==> config.mk <==
export PLATFORM = sky130hd
export DESIGN_NAME = code_decoder_stage_flat
export DESIGN_NICKNAME = d
export VERILOG_FILES = /design/src/rtl/code_decoder_if.sv /design/src/rtl/code_decoder_stage.sv /design/src/flat_wrapper.sv
export SDC_FILE = /design/constraint.sdc
export NUM_CORES = 1
export LEC_CHECK = 0
export CORE_UTILIZATION = 35
export CTS_CLUSTER_DIAMETER = 60
export DETAILED_ROUTE_END_ITERATION = 6
export GPL_TIMING_DRIVEN = 1
export SLEW_MARGIN = 20
export SYNTH_ARGS = -nofsm -noshare
export SYNTH_HDL_FRONTEND = slang
export SYNTH_SLANG_ARGS = --single-unit
==> constraint.sdc <==
create_clock -name clk -period 2.1 [get_ports clk]
set_clock_uncertainty 0.15 [all_clocks]
set_input_delay 0.42 -clock clk [delete_from_list [all_inputs] [get_ports clk]]
set_output_delay 0.42 -clock clk [all_outputs]
set_load 0.02 [all_outputs]
==> src/rtl/code_decoder_if.sv <==
// Handshake bundle between the code encoder stage and the decoder stage.
// slave = decoder side, master = upstream/downstream driver side.
interface code_decoder_if;
  logic [6:0] code_in;
  logic       in_valid;
  logic       in_ready;
  logic [2:0] value_out;
  logic       code_err;
  logic       out_valid;
  logic       out_ready;

  modport slave (
    input  code_in, in_valid, out_ready,
    output in_ready, value_out, code_err, out_valid
  );

  modport master (
    output code_in, in_valid, out_ready,
    input  in_ready, value_out, code_err, out_valid
  );
endinterface

==> src/rtl/code_decoder_stage.sv <==
// Decodes one-hot or Gray code words into a 3-bit value, one-cycle latency,
// counts invalid words and locks after three consecutive invalid words.
module code_decoder_stage #(
  parameter bit USE_GRAY = 1'b0
) (
  input  logic                  clk,
  input  logic                  rst,
  code_decoder_if.slave         io,
  input  logic                  clear,
  output logic [7:0]            err_cnt,
  output logic                  locked
);

  typedef enum logic {RUN, LOCKED} state_e;

  state_e     state_q, state_d;
  logic       ov_q, ov_d;
  logic [2:0] val_q, val_d;
  logic       err_q, err_d;
  logic [7:0] cnt_q, cnt_d;
  logic [1:0] con_q, con_d;

  logic [2:0] dec_val;
  logic       dec_err;
  logic       accept;

  always_comb begin
    dec_val = 3'd0;
    dec_err = 1'b0;
    if (USE_GRAY) begin
      if (|io.code_in[6:3]) begin
        dec_err = 1'b1;
      end else begin
        dec_val[2] = io.code_in[2];
        dec_val[1] = io.code_in[2] ^ io.code_in[1];
        dec_val[0] = io.code_in[2] ^ io.code_in[1]
                   ^ io.code_in[0];
      end
    end else begin
      case (io.code_in)
        7'h00:   dec_val = 3'd0;
        7'h01:   dec_val = 3'd1;
        7'h02:   dec_val = 3'd2;
        7'h04:   dec_val = 3'd3;
        7'h08:   dec_val = 3'd4;
        7'h10:   dec_val = 3'd5;
        7'h20:   dec_val = 3'd6;
        7'h40:   dec_val = 3'd7;
        default: dec_err = 1'b1;
      endcase
    end
  end

  // Ready is held low during reset so nothing is taken in that cycle.
  assign io.in_ready = !rst && (state_q == RUN)
                     && (!ov_q || io.out_ready);
  assign accept = io.in_valid && io.in_ready;

  always_comb begin
    state_d = state_q;
    ov_d    = ov_q;
    val_d   = val_q;
    err_d   = err_q;
    cnt_d   = cnt_q;
    con_d   = con_q;

    if (accept) begin
      ov_d  = 1'b1;
      val_d = dec_val;
      err_d = dec_err;
    end else if (io.out_ready) begin
      ov_d = 1'b0;
    end

    if (clear) begin
      cnt_d   = 8'd0;
      con_d   = 2'd0;
      state_d = RUN;
    end else if (accept) begin
      if (dec_err) begin
        if (cnt_q != 8'hff) cnt_d = cnt_q + 8'd1;
        con_d = con_q + 2'd1;
        if (con_q == 2'd2) state_d = LOCKED;
      end else begin
        con_d = 2'd0;
      end
    end
  end

  always_ff @(posedge clk) begin
    if (rst) begin
      state_q <= RUN;
      ov_q    <= 1'b0;
      val_q   <= 3'd0;
      err_q   <= 1'b0;
      cnt_q   <= 8'd0;
      con_q   <= 2'd0;
    end else begin
      state_q <= state_d;
      ov_q    <= ov_d;
      val_q   <= val_d;
      err_q   <= err_d;
      cnt_q   <= cnt_d;
      con_q   <= con_d;
    end
  end

  assign io.out_valid = ov_q;
  assign io.value_out = val_q;
  assign io.code_err  = err_q;
  assign err_cnt      = cnt_q;
  assign locked       = (state_q == LOCKED);

endmodule

==> src/flat_wrapper.sv <==
// flat-port wrapper written by rule: the top's interface ports become plain ports
module code_decoder_stage_flat 
#(
  parameter bit USE_GRAY = 1'b0
)
  (clk, rst, clear, err_cnt, locked, io_code_in, io_in_valid, io_out_ready, io_in_ready, io_value_out, io_code_err, io_out_valid);
  code_decoder_if io_i ();
  input  logic clk;
  input  logic rst;
  input  logic clear;
  output logic [7:0] err_cnt;
  output logic locked;
  input wire logic [$bits(io_i.code_in)-1:0] io_code_in;
  input wire logic [$bits(io_i.in_valid)-1:0] io_in_valid;
  input wire logic [$bits(io_i.out_ready)-1:0] io_out_ready;
  output wire logic [$bits(io_i.in_ready)-1:0] io_in_ready;
  output wire logic [$bits(io_i.value_out)-1:0] io_value_out;
  output wire logic [$bits(io_i.code_err)-1:0] io_code_err;
  output wire logic [$bits(io_i.out_valid)-1:0] io_out_valid;
  assign io_i.code_in = io_code_in;
  assign io_i.in_valid = io_in_valid;
  assign io_i.out_ready = io_out_ready;
  assign io_in_ready = io_i.in_ready;
  assign io_value_out = io_i.value_out;
  assign io_code_err = io_i.code_err;
  assign io_out_valid = io_i.out_valid;
  code_decoder_stage #(.USE_GRAY(USE_GRAY)) u_core (.clk(clk), .rst(rst), .io(io_i), .clear(clear), .err_cnt(err_cnt), .locked(locked));
endmodule
# Word-level counts from Yosys, hierarchy flattened
# Index checks and enable logic that the tools add are counted.
word_totals:
  out_inout_bits: 15
  in_bits: 12
  wordCells: 36
  ff_bits: 16
op_classes:
  mux: 5
  add_sub_neg: 2
  n_bitwise: 2
  reduce_logical: 12
  n_eq_ne: 9
op_table:
  columns: ["cell", "n"]
  rows:
  - ["case mux 3 bit (7 select lines)", 1]
  - ["adder 8 x 1 -> 8 bit (second input constant)", 1]
  - ["inequality test 8 bit (second input constant)", 1]
  - ["OR reduction 8 bit", 1]
  - ["equality test 7 x 1 -> 1 bit (second input constant)", 1]
  - ["equality test 7 x 2 -> 1 bit (second input constant)", 1]
  - ["equality test 7 x 3 -> 1 bit (second input constant)", 1]
  - ["equality test 7 x 4 -> 1 bit (second input constant)", 1]
  - ["equality test 7 x 5 -> 1 bit (second input constant)", 1]
  - ["equality test 7 x 6 -> 1 bit (second input constant)", 1]
  - ["equality test 7 bit (second input constant)", 1]
  - ["zero test 7 bit", 1]
  - ["AND reduction 3 bit", 2]
  - ["logical AND 1 bit", 3]
  - ["2-to-1 mux 1 bit", 3]
  - ["adder 2 x 1 -> 2 bit (second input constant)", 1]
  - ["equality test 2 bit (second input constant)", 1]
  - ["zero test 1 bit", 2]
  - ["2-to-1 mux 2 bit", 1]
  - ["NOT 1 bit", 2]
  - ["nonzero test 2 bit", 1]
  - ["OR reduction 2 bit", 1]
  - ["logical OR 1 bit", 1]

# Logic depth before layout (Yosys ltp)
# Gate-level depths: netlist of run 1.
logic_depth:
  depth_word: 5
  mapped_depth: 7
  mapped_depth_nobuf: 6

# Worst setup path after synthesis of run 1
# OpenSTA, ideal clock, no wires.
synth_timing:
  path_type: "flip-flop to flip-flop"
  from: "register u_core.cnt_q[0], in the netlist u_core.err_cnt[0]"
  to: "register u_core.cnt_q[0], in the netlist u_core.err_cnt[0]"
  path_stages_with_launch: 8
  n_path_buf: 1
  setup_ns: 0.128
  arrival_time_ns: 1.494
  t_required_ns: 1.822
  slack_ns: 0.328
  cell_sequence: "dfxtp_1 > ha_1 > nand2_1 > or3_1 > nand4_2 > buf_6 > xor2_1 > nor2_1"
synth_via:
  elab_chain_len: 2
  elab_cells_between_ends: 3
synth_rtl:
  columns: ["item", "line", "text"]
  rows:
  - ["start, declared", "code_decoder_stage.sv:20", "logic [7:0] cnt_q, cnt_d;"]
  - ["start signal, assigned", "code_decoder_stage.sv:103", "cnt_q <= cnt_d;"]
  - ["branches (longest 2 deep; another with adder 8 x 1 -> 8 bit)", null, null]
# Several ways; the timed one is not identified.
# A chain may end at the register's enable or synchronous reset.

# Final worst setup path of run 1
layout_timing:
  from: "input io_code_in[2]"
  to: "register u_core.cnt_q[7], in the netlist u_core.err_cnt[7]"
layout_via:
  elab_chain_len: 4
  elab_cells_between_ends: 11
layout_rtl:
  columns: ["item", "line", "text"]
  rows:
  - ["start, declared", "flat_wrapper.sv:13", "input wire logic [$bits(io_i.code_in)-1:0] io_code_in;"]
  - ["equality test 7 x 1 -> 1 bit, or another cell as far along", "code_decoder_stage.sv:40", "case (io.code_in)"]
  - ["OR reduction 8 bit (no source line) (*)", null, null]
  - ["NOT 1 bit (no source line) (*)", null, null]
  - ["AND reduction 3 bit (no source line) (*)", null, null]
# Every way passes the cells marked *; elsewhere a longest branch is shown, timed or not.

==> out/results.ini, run 1 <==
[synth]
ys_seq_area_frac = 0.347
synth_nets = 125
synthCells = 111
synth-edff-count = 0
syn_area_um2 = 922
synth_seq_cells = 16
synth_cell_types = 35
synth_top_area_share = 0.347
ys_warn_count = 0
synth.largest_area_cell = dfxtp_1
synthTopCellsByArea = dfxtp_1 35%, o21ai_0 7.6%, a21oi_1 3.8%
avgSynthCellArea_um2 = 8.31
async_flop_share = 0
synth_flop_cell = dfxtp_1

[routing]
ant_nets = 0
dr.first_iter.drc_count = 8
num_vias = 970
via_per_inst = 5.30
drc_errors = 0
wl_per_cell_um = 12.2
wl_mm = 2.24
firstDrtPassIters = 3

[sta]
hold_viol = 0
period_needed_ps = 2020
fmax_mhz = 496
slew_headroom = 0.801
finalSetupTns_ps = 0
post-route-period-util = 0.961
drv_slew = 0
setup_viol = 0
worstMarginPinSlew_ps = 298

[clocking]
htreeDepth = 1
path_clk_slew_ps = 100
cts_resized = 1
ctsHoldBuffers = 0
clk_path_buf_depth = 2
clk_latency_ps = 290
numCtsBuffers = 3
cts_sinks = 16
cts_tree = yes
cts_setup_buffers = 0
cts_root_buf = clkbuf_4

[run]
drv_cap = 0

[floorplanning]
rows = 18
die_x_um = 53.3
core_um2 = 2480
io_pins = 27
die_h_um = 53.3
die_area_um2 = 2840
start_util = 0.372

[global_routing]
antenna_found_initial = 0
overflow = 0
grt_max_degree = 10
first_global_vias = 861
track_usage = 0.172
grt_pass1_wl_mm = 3.55

[critical_path]
max_stage_delay_ps = 590
cpLargestDelayFamily = buffers and inverters
cpMaxStageDelayCell = clkdlybuf4s50_1
cp-end-kind = register
critPathArrivalTime_ps = 2050
critPathKind = primary input to register
start_kind = primary input
cp_num_buf_inv = 2
path_max_fanout = 6
required_ps = 2130
path_cells = clkdlybuf4s50_1, a211oi_2, o21ai_4, nand4_2, buf_4, o31ai_1, a21oi_1

[layout]
area_growth_pct = 45.7
nNetsFinal = 168
n_antenna_cell = 0
postLayoutCoreUtil = 0.542
fillerInstances = 254
design_area_um2 = 1340
drive_gt1_frac = 0.203
regArea_um2 = 320
multiInputGateArea_um2 = 541

[power]
fin_total_pwr_uw = 652
irDropWorstVdd_mv = 0.450
power.leakage_nw = 0.479
power_density_nw_per_um2 = 485

[placement]
port_buffers = 26
gp_congestion = 0.748
hpwl_mm = 1.65
postPlaceCellArea_um2 = 1300

[min_path]
min_path_type = register to register

[outcome]
status = finished, final reports clean

final timing paths:
kind                                                      start                              end  slack (ps)  depth (start not counted)
worst max-delay path                              io_code_in[2]   u_core.err_cnt[7]$_SDFFE_PP0P_          80                          7
worst min-delay path            u_core.io.code_err$_SDFFE_PP0P_  u_core.io.code_err$_SDFFE_PP0P_         310                          2
worst max register to register   u_core.err_cnt[0]$_SDFFE_PP0P_   u_core.err_cnt[0]$_SDFFE_PP0P_         300                          7
worst min register to register  u_core.io.code_err$_SDFFE_PP0P_  u_core.io.code_err$_SDFFE_PP0P_         310                          2
synth_stat cells (2+ instances only):
master and count:
a31o_2 2, nand4_1 2, o21ai_0 14, dfxtp_1 16
ha_1 2, nor3_1 6, a211oi_2 2, nand3_1 6
and3_1 2, xor2_1 4, buf_4 2, inv_1 4
nor2_1 7, or3_1 3, buf_6 3, o31ai_1 2
nand2_1 9, a21oi_1 7, or4_1 2
power breakdown:
group / internal (mW) / switching, mW
sequential: 0.309 / 0.00292
clock: 0.106 / 0.104
combinational: 0.0668 / 0.0637
total: 0.481 / 0.171
per-layer routing:
| metal | vias to the layer above | global-route usage | share of wire |
|---|---|---|---|
| met5 | - | 0 | 0 |
| met4 | 0 | 0.0395 | 0.0045 |
| met3 | 2 | 0.0603 | 0.045 |
| met2 | 22 | 0.281 | 0.47 |
| met1 | 452 | 0.213 | 0.48 |
| li1 | 494 | - | - |
cell usage in the layout, fill, tap and decap left out, types with 2 or more instances in the layout:
cell type / netlist / layout
clkdlybuf4s50_1: 0 / 25
buf_4: 2 / 18
dfxtp_1: 16 / 16
o21ai_0: 14 / 14
nand2_1: 9 / 9
nor2_1: 7 / 7
a21oi_1: 7 / 7
nor3_1: 6 / 6
nand3_1: 6 / 6
xor2_1: 4 / 4
inv_1: 4 / 4
or3_1: 3 / 3
clkbuf_4: 0 / 3
and3_1: 2 / 2
a211oi_2: 2 / 2
nand4_1: 2 / 2
a31o_2: 2 / 2
o31ai_1: 2 / 2
or4_1: 2 / 2
ha_1: 2 / 2
worst register-to-register path: stages, from the launching register on:
cell and delay [ps]:
dfxtp_1 400, ha_1 210, nand2_1 90, or3_1 340, nand4_2 160, buf_4 170, xor2_1 140, nor2_1 50
area by class of cell:
type,instances,area share
Tap cell,30,0.0279
Clock buffer,4,0.0270
Multi-Input combinational cell,85,0.402
Inverter,4,0.0112
Timing Repair Buffer,44,0.293
Sequential cell,16,0.238
metrics by stage:
step           hold WS [ps]  cells  setup slack [ps]
2_1_floorplan           282    111               328
5_1_grt                 324    183             -17.6
3_3_place_gp            289    179              -175
6_report                306    183              81.9
3_5_place_dp            293    179              -197
4_1_cts                 309    183              73.2
cell families after synthesis:
logic type / count (synthesis) / share of synthesized area
and+or+nand+nor: 44 / 0.255
AOI/OAI and AO/OA: 34 / 0.248
DFF: 16 / 0.347
buffers and inverters: 10 / 0.0733
xor gates and xnor gates: 4 / 0.0380
adders and majority gates: 2 / 0.0271
muxes: 1 / 0.0109
registers in the layout, summed over array words and instances, names as in the netlist:
signal / count
u_core.err_cnt: 8
u_core.io.value_out: 3
u_core.con_q: 2
u_core.io.code_err: 1
u_core.io.out_valid: 1
u_core.locked: 1
Note: power is estimated with default switching activity, not from simulation.
==> run 2, diff against run 1 <==
--- a/config.mk
+++ b/config.mk
@@ -9,6 +9,7 @@
 export CTS_CLUSTER_DIAMETER = 60
 export DETAILED_ROUTE_END_ITERATION = 6
 export GPL_TIMING_DRIVEN = 1
+export PLACE_DENSITY = 0.67
 export SLEW_MARGIN = 20
 export SYNTH_ARGS = -nofsm -noshare
 export SYNTH_HDL_FRONTEND = slang
==> constraint.sdc (replaced) <==
create_clock -name clk -period 1.7 [get_ports clk]
set_clock_uncertainty 0.15 [all_clocks]
set_input_delay 0.34 -clock clk [delete_from_list [all_inputs] [get_ports clk]]
set_output_delay 0.34 -clock clk [all_outputs]
set_load 0.02 [all_outputs]
==> run 2 against run 1 <==
Net effect: routed wire length grew 12%; critical path depth unchanged; hold slack worse by 1.3 ps; sequential share of layout area is 2.2 points lower; total power increased by 24%; worst setup slack worse by 72 ps; first-iteration DRC count is 130% higher; global-route usage increased by 2.4 points; sequential cell count is the same; largest power group unchanged.
==> out/results.ini, run 2 (synthesis gave the netlist of run 1 again) <==
[sta]
setup_ws_ps = 10.1
drv_slew = 0
hold_viol = 0
period_needed_ps = 1690
grt_setup_unrepaired = yes
setup_viol = 0
slew_headroom = 0.784
fmax_mhz = 592
hold_slack_ps = 305
finalSetupTns_ps = 0
worstMarginPinSlew_ps = 321
post-route-period-util = 0.994

[clocking]
cts_tree = yes
htreeDepth = 1
numCtsBuffers = 3
ctsHoldBuffers = 0
cts_sinks = 16
clk_path_buf_depth = 2
clk_latency_ps = 290
path_clk_slew_ps = 100
cts_root_buf = clkbuf_4

[floorplanning]
start_util = 0.372
rows = 18
die_area_um2 = 2840
die_h_um = 53.3
core_um2 = 2480
die_x_um = 53.3
io_pins = 27

[critical_path]
critPathKind = register to register
critPathArrivalTime_ps = 1740
cp-end-kind = register
start_kind = register
path_max_fanout = 5
timing.rr.start = u_core.err_cnt[1]$_SDFFE_PP0P_
crit_path_start = u_core.err_cnt[1]$_SDFFE_PP0P_
r2r_setup_slack_ps = 10
required_ps = 1750

[routing]
via_per_inst = 5.10
firstDrtPassIters = 6
dr.first_iter.drc_count = 18
num_vias = 1010
ant_nets = 0
wl_mm = 2.50
wl_per_cell_um = 12.6
drc_errors = 0

[layout]
largest_reg_flops = 8
multiInputGateArea_um2 = 612
postLayoutCoreUtil = 0.606
fillerInstances = 224
nNetsFinal = 183
mostFrequentLayoutCell = buf_4
instances_no_fill = 198
design_area_um2 = 1500
layout_common_cells = 32 x buf_4, 22 x dlygate4sd2_1, 13 x o21ai_0
n_antenna_cell = 0
drive_gt1_frac = 0.375
regArea_um2 = 325
area_growth_pct = 62.7

[placement]
place_inst = 187
gp_congestion = 0.872
port_buffers = 26
post-place-ws_ps = -556
postPlaceCellArea_um2 = 1370
hpwl_mm = 1.76

[min_path]
min_path_type = register to register
worstHoldStart = u_core.io.code_err$_SDFFE_PP0P_

[run]
drv_cap = 0

[global_routing]
overflow = 0
first_global_vias = 983
grt_max_degree = 10
grt_pass1_wl_mm = 4.10
antenna_found_initial = 0
track_usage = 0.196

[outcome]
status = finished, final reports clean

[power]
power_density_nw_per_um2 = 538
irDropWorstVdd_mv = 0.498
fin_total_pwr_uw = 808
power.leakage_nw = 0.655

run 2: path summary, 6_finish.rpt:
check	to	cells after the start
min reg2reg	u_core.io.code_err$_SDFFE_PP0P_	2
max	u_core.err_cnt[0]$_SDFFE_PP0P_	7
max reg2reg	u_core.err_cnt[0]$_SDFFE_PP0P_	7
min	u_core.io.code_err$_SDFFE_PP0P_	2
run 2: final cells by class:
class	instances	share of cell area
clock buffers	4	0.0242
inverters	4	0.0100
multi-input cells	85	0.408
flip-flops and latches	16	0.217
well taps	30	0.0250
repair buffers	59	0.316
run 2: what timing repair did:
action	CTS	global route
buffers inserted	5	3
cloned	0	0
endpoints found under the setup margin	27	8
pin swaps	8	9
resized for setup	37	13
run 2: worst max-delay path, stage by stage (launching register included):
cell and delay, ps:
dfxtp_2 360, ha_4 160, nand2_4 50, or3_4 400
nand4_4 130, buf_4 150, xor2_1 130, nor2_1 50
run 2: power breakdown:
group          switching, mW  internal [mW]  leakage [nW]
combinational         0.0827         0.0804         0.502
clock                  0.128          0.131        0.0210
sequential           0.00443          0.381         0.132
total                  0.215          0.592         0.655
run 2: metal layers:
metal  GRT usage  part of all wire
met5           0                 0
met4      0.0132            0.0040
met3      0.0603             0.046
met2       0.346              0.50
met1       0.240              0.45
==> run 3, diff against run 2 <==
--- a/config.mk
+++ b/config.mk
@@ -5,11 +5,11 @@
 export SDC_FILE = /design/constraint.sdc
 export NUM_CORES = 1
 export LEC_CHECK = 0
-export CORE_UTILIZATION = 35
+export CORE_UTILIZATION = 30
 export CTS_CLUSTER_DIAMETER = 60
 export DETAILED_ROUTE_END_ITERATION = 6
 export GPL_TIMING_DRIVEN = 1
-export PLACE_DENSITY = 0.67
+export PLACE_DENSITY = 0.6
 export SLEW_MARGIN = 20
 export SYNTH_ARGS = -nofsm -noshare
 export SYNTH_HDL_FRONTEND = slang
==> run 3 against run 2 <==
Net effect: the flow now finishes with violations (DRC, setup timing); clock power about the same; global-route usage down 3.5 points; first-iteration DRC count up 11%; fmax down 0.71%; sequential power about the same; highest routed layer unchanged.
==> out/results.ini, run 3 (synthesis gave the netlist of run 1 again) <==
[outcome]
status = finished with violations
violations = DRC, setup timing

[layout]
mostFrequentLayoutCell = buf_4
area_growth_pct = 61.7
design_area_um2 = 1490
fillerInstances = 277
largest_reg_flops = 8
n_antenna_cell = 0
layout_common_cells = 32 x buf_4, 23 x dlygate4sd2_1, 13 x o21ai_0, 13 x dfxtp_1, 8 x nand2_1
drive_gt1_frac = 0.351
nNetsFinal = 183

[clocking]
numCtsBuffers = 3
cts_root_buf = clkbuf_4
cts_tree = yes
clk_latency_ps = 300
htreeDepth = 1
ctsHoldBuffers = 0
cts_sinks = 16
path_clk_slew_ps = 100
clk_path_buf_depth = 2

[power]
power.internal_uw = 591
irDropWorstVdd_mv = 0.382
p_sw_frac = 0.268
clock_power_share = 0.321
power.leakage_nw = 0.637
combinationalPowerShare = 0.202
p_switching_uw = 216
p_seq_frac = 0.477
power_density_nw_per_um2 = 542

[routing]
num_vias = 1059
firstDrtPassIters = 6
drc_errors = 4
ant_nets = 0
wl_per_cell_um = 12.7
via_per_inst = 5.32
wl_mm = 2.53
dr.first_iter.drc_count = 20

[global_routing]
use_met2 = 0.276
grt-busiest-layer = met2
overflow = 0
grtUsageMet1 = 0.191
antenna_found_initial = 0
grt_max_degree = 10
track_usage = 0.161
first_global_vias = 992
grt_pass1_wl_mm = 4.10
use_met3 = 0.0522

[sta]
post-route-period-util = 1.00
hold_slack_ps = 306
period_needed_ps = 1700
grt_setup_unrepaired = yes
setup_ws_ps = -1.97
fmax_mhz = 588
hold_viol = 0
slew_headroom = 0.782
setup_viol = 1
worstMarginPinSlew_ps = 324
drv_slew = 0

[floorplanning]
die_area_um2 = 3300
start_util = 0.326
core_um2 = 2830
rows = 19
io_pins = 27
die_h_um = 57.4
die_x_um = 57.4

[min_path]
min_path_type = primary input to register

[placement]
gp_congestion = 0.853
postPlaceCellArea_um2 = 1360
hpwl_mm = 1.82
port_buffers = 26

[critical_path]
path_max_fanout = 7
critPathArrivalTime_ps = 1790
start_kind = register
critPathKind = register to register
r2r_setup_slack_ps = -2
required_ps = 1790
cp-end-kind = register

[run]
drv_cap = 0

[run 3: metrics by stage]
stage                     power, mW   util  instances  TNS, ps  setup slack (ps)
after floorplan               0.475      -        111        0              4.55
after global placement        0.550  0.481        187    -6310              -494
after detailed placement      0.555  0.481        187    -6750              -546
after CTS                     0.816  0.517        197        0              16.3
after global routing          0.853  0.527        199     -320             -96.1
final                         0.808  0.527        199    -1.97             -1.97
[run 3: routing by layer]
layer  vias up  wire length, µm
met1       496             1110
li1        531                -
met2        27             1240
met3         5              136
met4         0               42
met5         -                0
[run 3: timing repair]
action,in CTS,in global routing
endpoints found under the hold margin,0,0
gates cloned,0,0
endpoints found under the setup margin,27,10
resized for setup,36,7
pin swaps,7,2
setup buffers,6,2
[run 3: path summary, 6_finish.rpt]
check                                 start                                to  cells after the start
max          u_core.err_cnt[0]$_SDFFE_PP0P_    u_core.err_cnt[3]$_SDFFE_PP0P_                      7
min                            io_out_ready  u_core.io.out_valid$_SDFFE_PP0P_                      3
max reg2reg  u_core.err_cnt[0]$_SDFFE_PP0P_    u_core.err_cnt[3]$_SDFFE_PP0P_                      7
min reg2reg    u_core.con_q[0]$_SDFFE_PP0P_      u_core.con_q[0]$_SDFFE_PP0P_                      2
[run 3: critical path: stages (launching register included)]
cell,delay (ps)
dfxtp_2,350
ha_4,160
nand2_2,70
or3_4,130
nand4_4,140
buf_4,170
or3_1,330
a21oi_2,150
[run 3: layout make-up]
cell class	instances	area [µm²]	area share
Timing Repair Buffer	59	478	0.320
Sequential cell	16	324	0.217
Tap cell	31	38.8	0.0260
Inverter	4	15.0	0.0101
Multi-Input combinational cell	85	599	0.402
Clock buffer	4	36.3	0.0243
[run 3: power by group through the flow]
stage / logic (mW) / registers [mW] / clock network (mW)
final: 0.163 / 0.386 / 0.259
after floorplan: 0.0751 / 0.400 / 0
after CTS: 0.162 / 0.386 / 0.268
after detailed placement: 0.162 / 0.393 / 0
after global placement: 0.158 / 0.393 / 0
after global routing: 0.178 / 0.387 / 0.289
==> patch (config.mk and constraints of run 2) <==
`USE_GRAY` is set to 1'b0 in 2 places; all go to 1'b1.
--- a/src/rtl/code_decoder_stage.sv
+++ b/src/rtl/code_decoder_stage.sv
@@ -1,7 +1,7 @@
 // Decodes one-hot or Gray code words into a 3-bit value, one-cycle latency,
 // counts invalid words and locks after three consecutive invalid words.
 module code_decoder_stage #(
-  parameter bit USE_GRAY = 1'b0
+  parameter bit USE_GRAY = 1'b1
 ) (
   input  logic                  clk,
   input  logic                  rst,
--- a/src/flat_wrapper.sv
+++ b/src/flat_wrapper.sv
@@ -1,7 +1,7 @@
 // flat-port wrapper written by rule: the top's interface ports become plain ports
 module code_decoder_stage_flat 
 #(
-  parameter bit USE_GRAY = 1'b0
+  parameter bit USE_GRAY = 1'b1
 )
   (clk, rst, clear, err_cnt, locked, io_code_in, io_in_valid, io_out_ready, io_in_ready, io_value_out, io_code_err, io_out_valid);
   code_decoder_if io_i ();
Check against the original RTL: not equivalent (a bounded check fails within 4 cycles, from zero or initial values and one cycle with rst high).
==> patch against run 2 <==
- worst setup slack improved by 39 ps
- cell count fell by 18%
- total power down 6.8%
- synthesized cell count is 17% lower
- area after synthesis is 11% lower
- routed wire length is 17% lower
- design area down 14%
- sequential cell count unchanged
- utilization fell by 2.4 points
- die area down 11%
- largest power group unchanged
- highest routed layer is now met3
==> patch: results <==
metrics = {
    "run_status": {
        "status": "finished, final reports clean",
    },
    "cells_and_area": {
        "inverters": 3,
        "finalInstanceArea_mm2": 0.00129,
        "nFillCells": 220,
        "seq_share": 0.255,
        "clk_share": 0.0282,
        "nets": 150,
        "bufAreaShareNonClock": 0.280,
        "n_all_buffers": 42,
        "nMultiInputCombCells": 70,
        "drive_gt1_frac": 0.341,
    },
    "route": {
        "routed_wl_um": 2070,
        "wl_met1_um": 878,
        "wl_per_cell_um": 12.7,
        "initialDrtViolationCount": 13,
        "met2_wirelength_um": 1050,
        "dr_total_vias": 863,
        "top_layer": "met3",
        "dr.pass1.iters": 4,
    },
    "synthesis": {
        "synth_mux_area_frac": 0.0122,
        "synth_common_cells": "dfxtp_1, a21oi_1, nand2_1",
        "synthAdderAreaFrac": 0.0305,
        "ys_top_cells_by_area": "dfxtp_1, a21oi_1, buf_6",
        "synth_fp_nets": 106,
        "synth-compound-area-share": 0.152,
        "avgSynthCellArea_um2": 8.92,
        "synth_cell_types": 32,
        "synth_xor_area_frac": 0.0213,
    },
    "setup_path": {
        "cp_slowest_cell": "or4_1",
        "cp.arrival_ps": 1720,
        "max_stage_delay_ps": 540,
        "critPathLaunch": "u_core.locked",
    },
    "power_and_ir_drop": {
        "vdd_ir_drop_max_mv": 0.395,
        "power.leakage_nw": 0.540,
        "switching_share": 0.244,
    },
    "hold_path": {
        "hp-start": "u_core.io.value_out[1]",
    },
    "timing": {
        "worst_slew_pin_slew_ps": 304,
    },
    "grt": {
        "grt_usage": 0.189,
        "use_met2": 0.324,
        "first_global_vias": 850,
        "grt_use_met3": 0.0545,
        "grtUsageMet1": 0.222,
        "grt_pass1_wl_um": 3710,
    },
    "clocking": {
        "post-cts-setup-buffers": 3,
    },
    "placed_design": {
        "dp_slack_ps": -530,
        "gp_congestion": 0.752,
        "dp_cells": 155,
        "dp_hpwl_um": 1430,
    },
    "floorplan": {
        "die_x_um": 50.4,
    },
}
[patch: power groups by stage]
stage          clock network, mW  logic [mW]  registers, mW
2_1_floorplan                  0      0.0520          0.397
3_3_place_gp                   0       0.112          0.391
3_5_place_dp                   0       0.114          0.391
4_1_cts                    0.266       0.115          0.383
5_1_grt                    0.287       0.127          0.384
6_report                   0.254       0.116          0.383
[patch: path summary, 6_finish.rpt]
path	to	slack, ps	cells past startpoint
worst min-delay path	u_core.io.value_out[1]	310	2
worst min register to register	u_core.io.value_out[1]	310	2
worst max-delay path	u_core.err_cnt[3]	50	5
worst max register to register	u_core.err_cnt[3]	50	5
[patch: logic make-up after synthesis]
kind of cell	count (synthesis)
AND/OR/NAND/NOR	43
adder cells (fa/ha/maj)	2
multiplexers	1
AO/OA/AOI/OAI	21
flip-flops	16
XOR/XNOR	2
buffers and inverters	7
[patch: worst register-to-register path, cell delays in order, from the launching register on]
cell,delay (ps)
dfxtp_2,360
nor2_8,100
buf_4,140
nand4_4,140
or4_1,540
a21oi_1,140
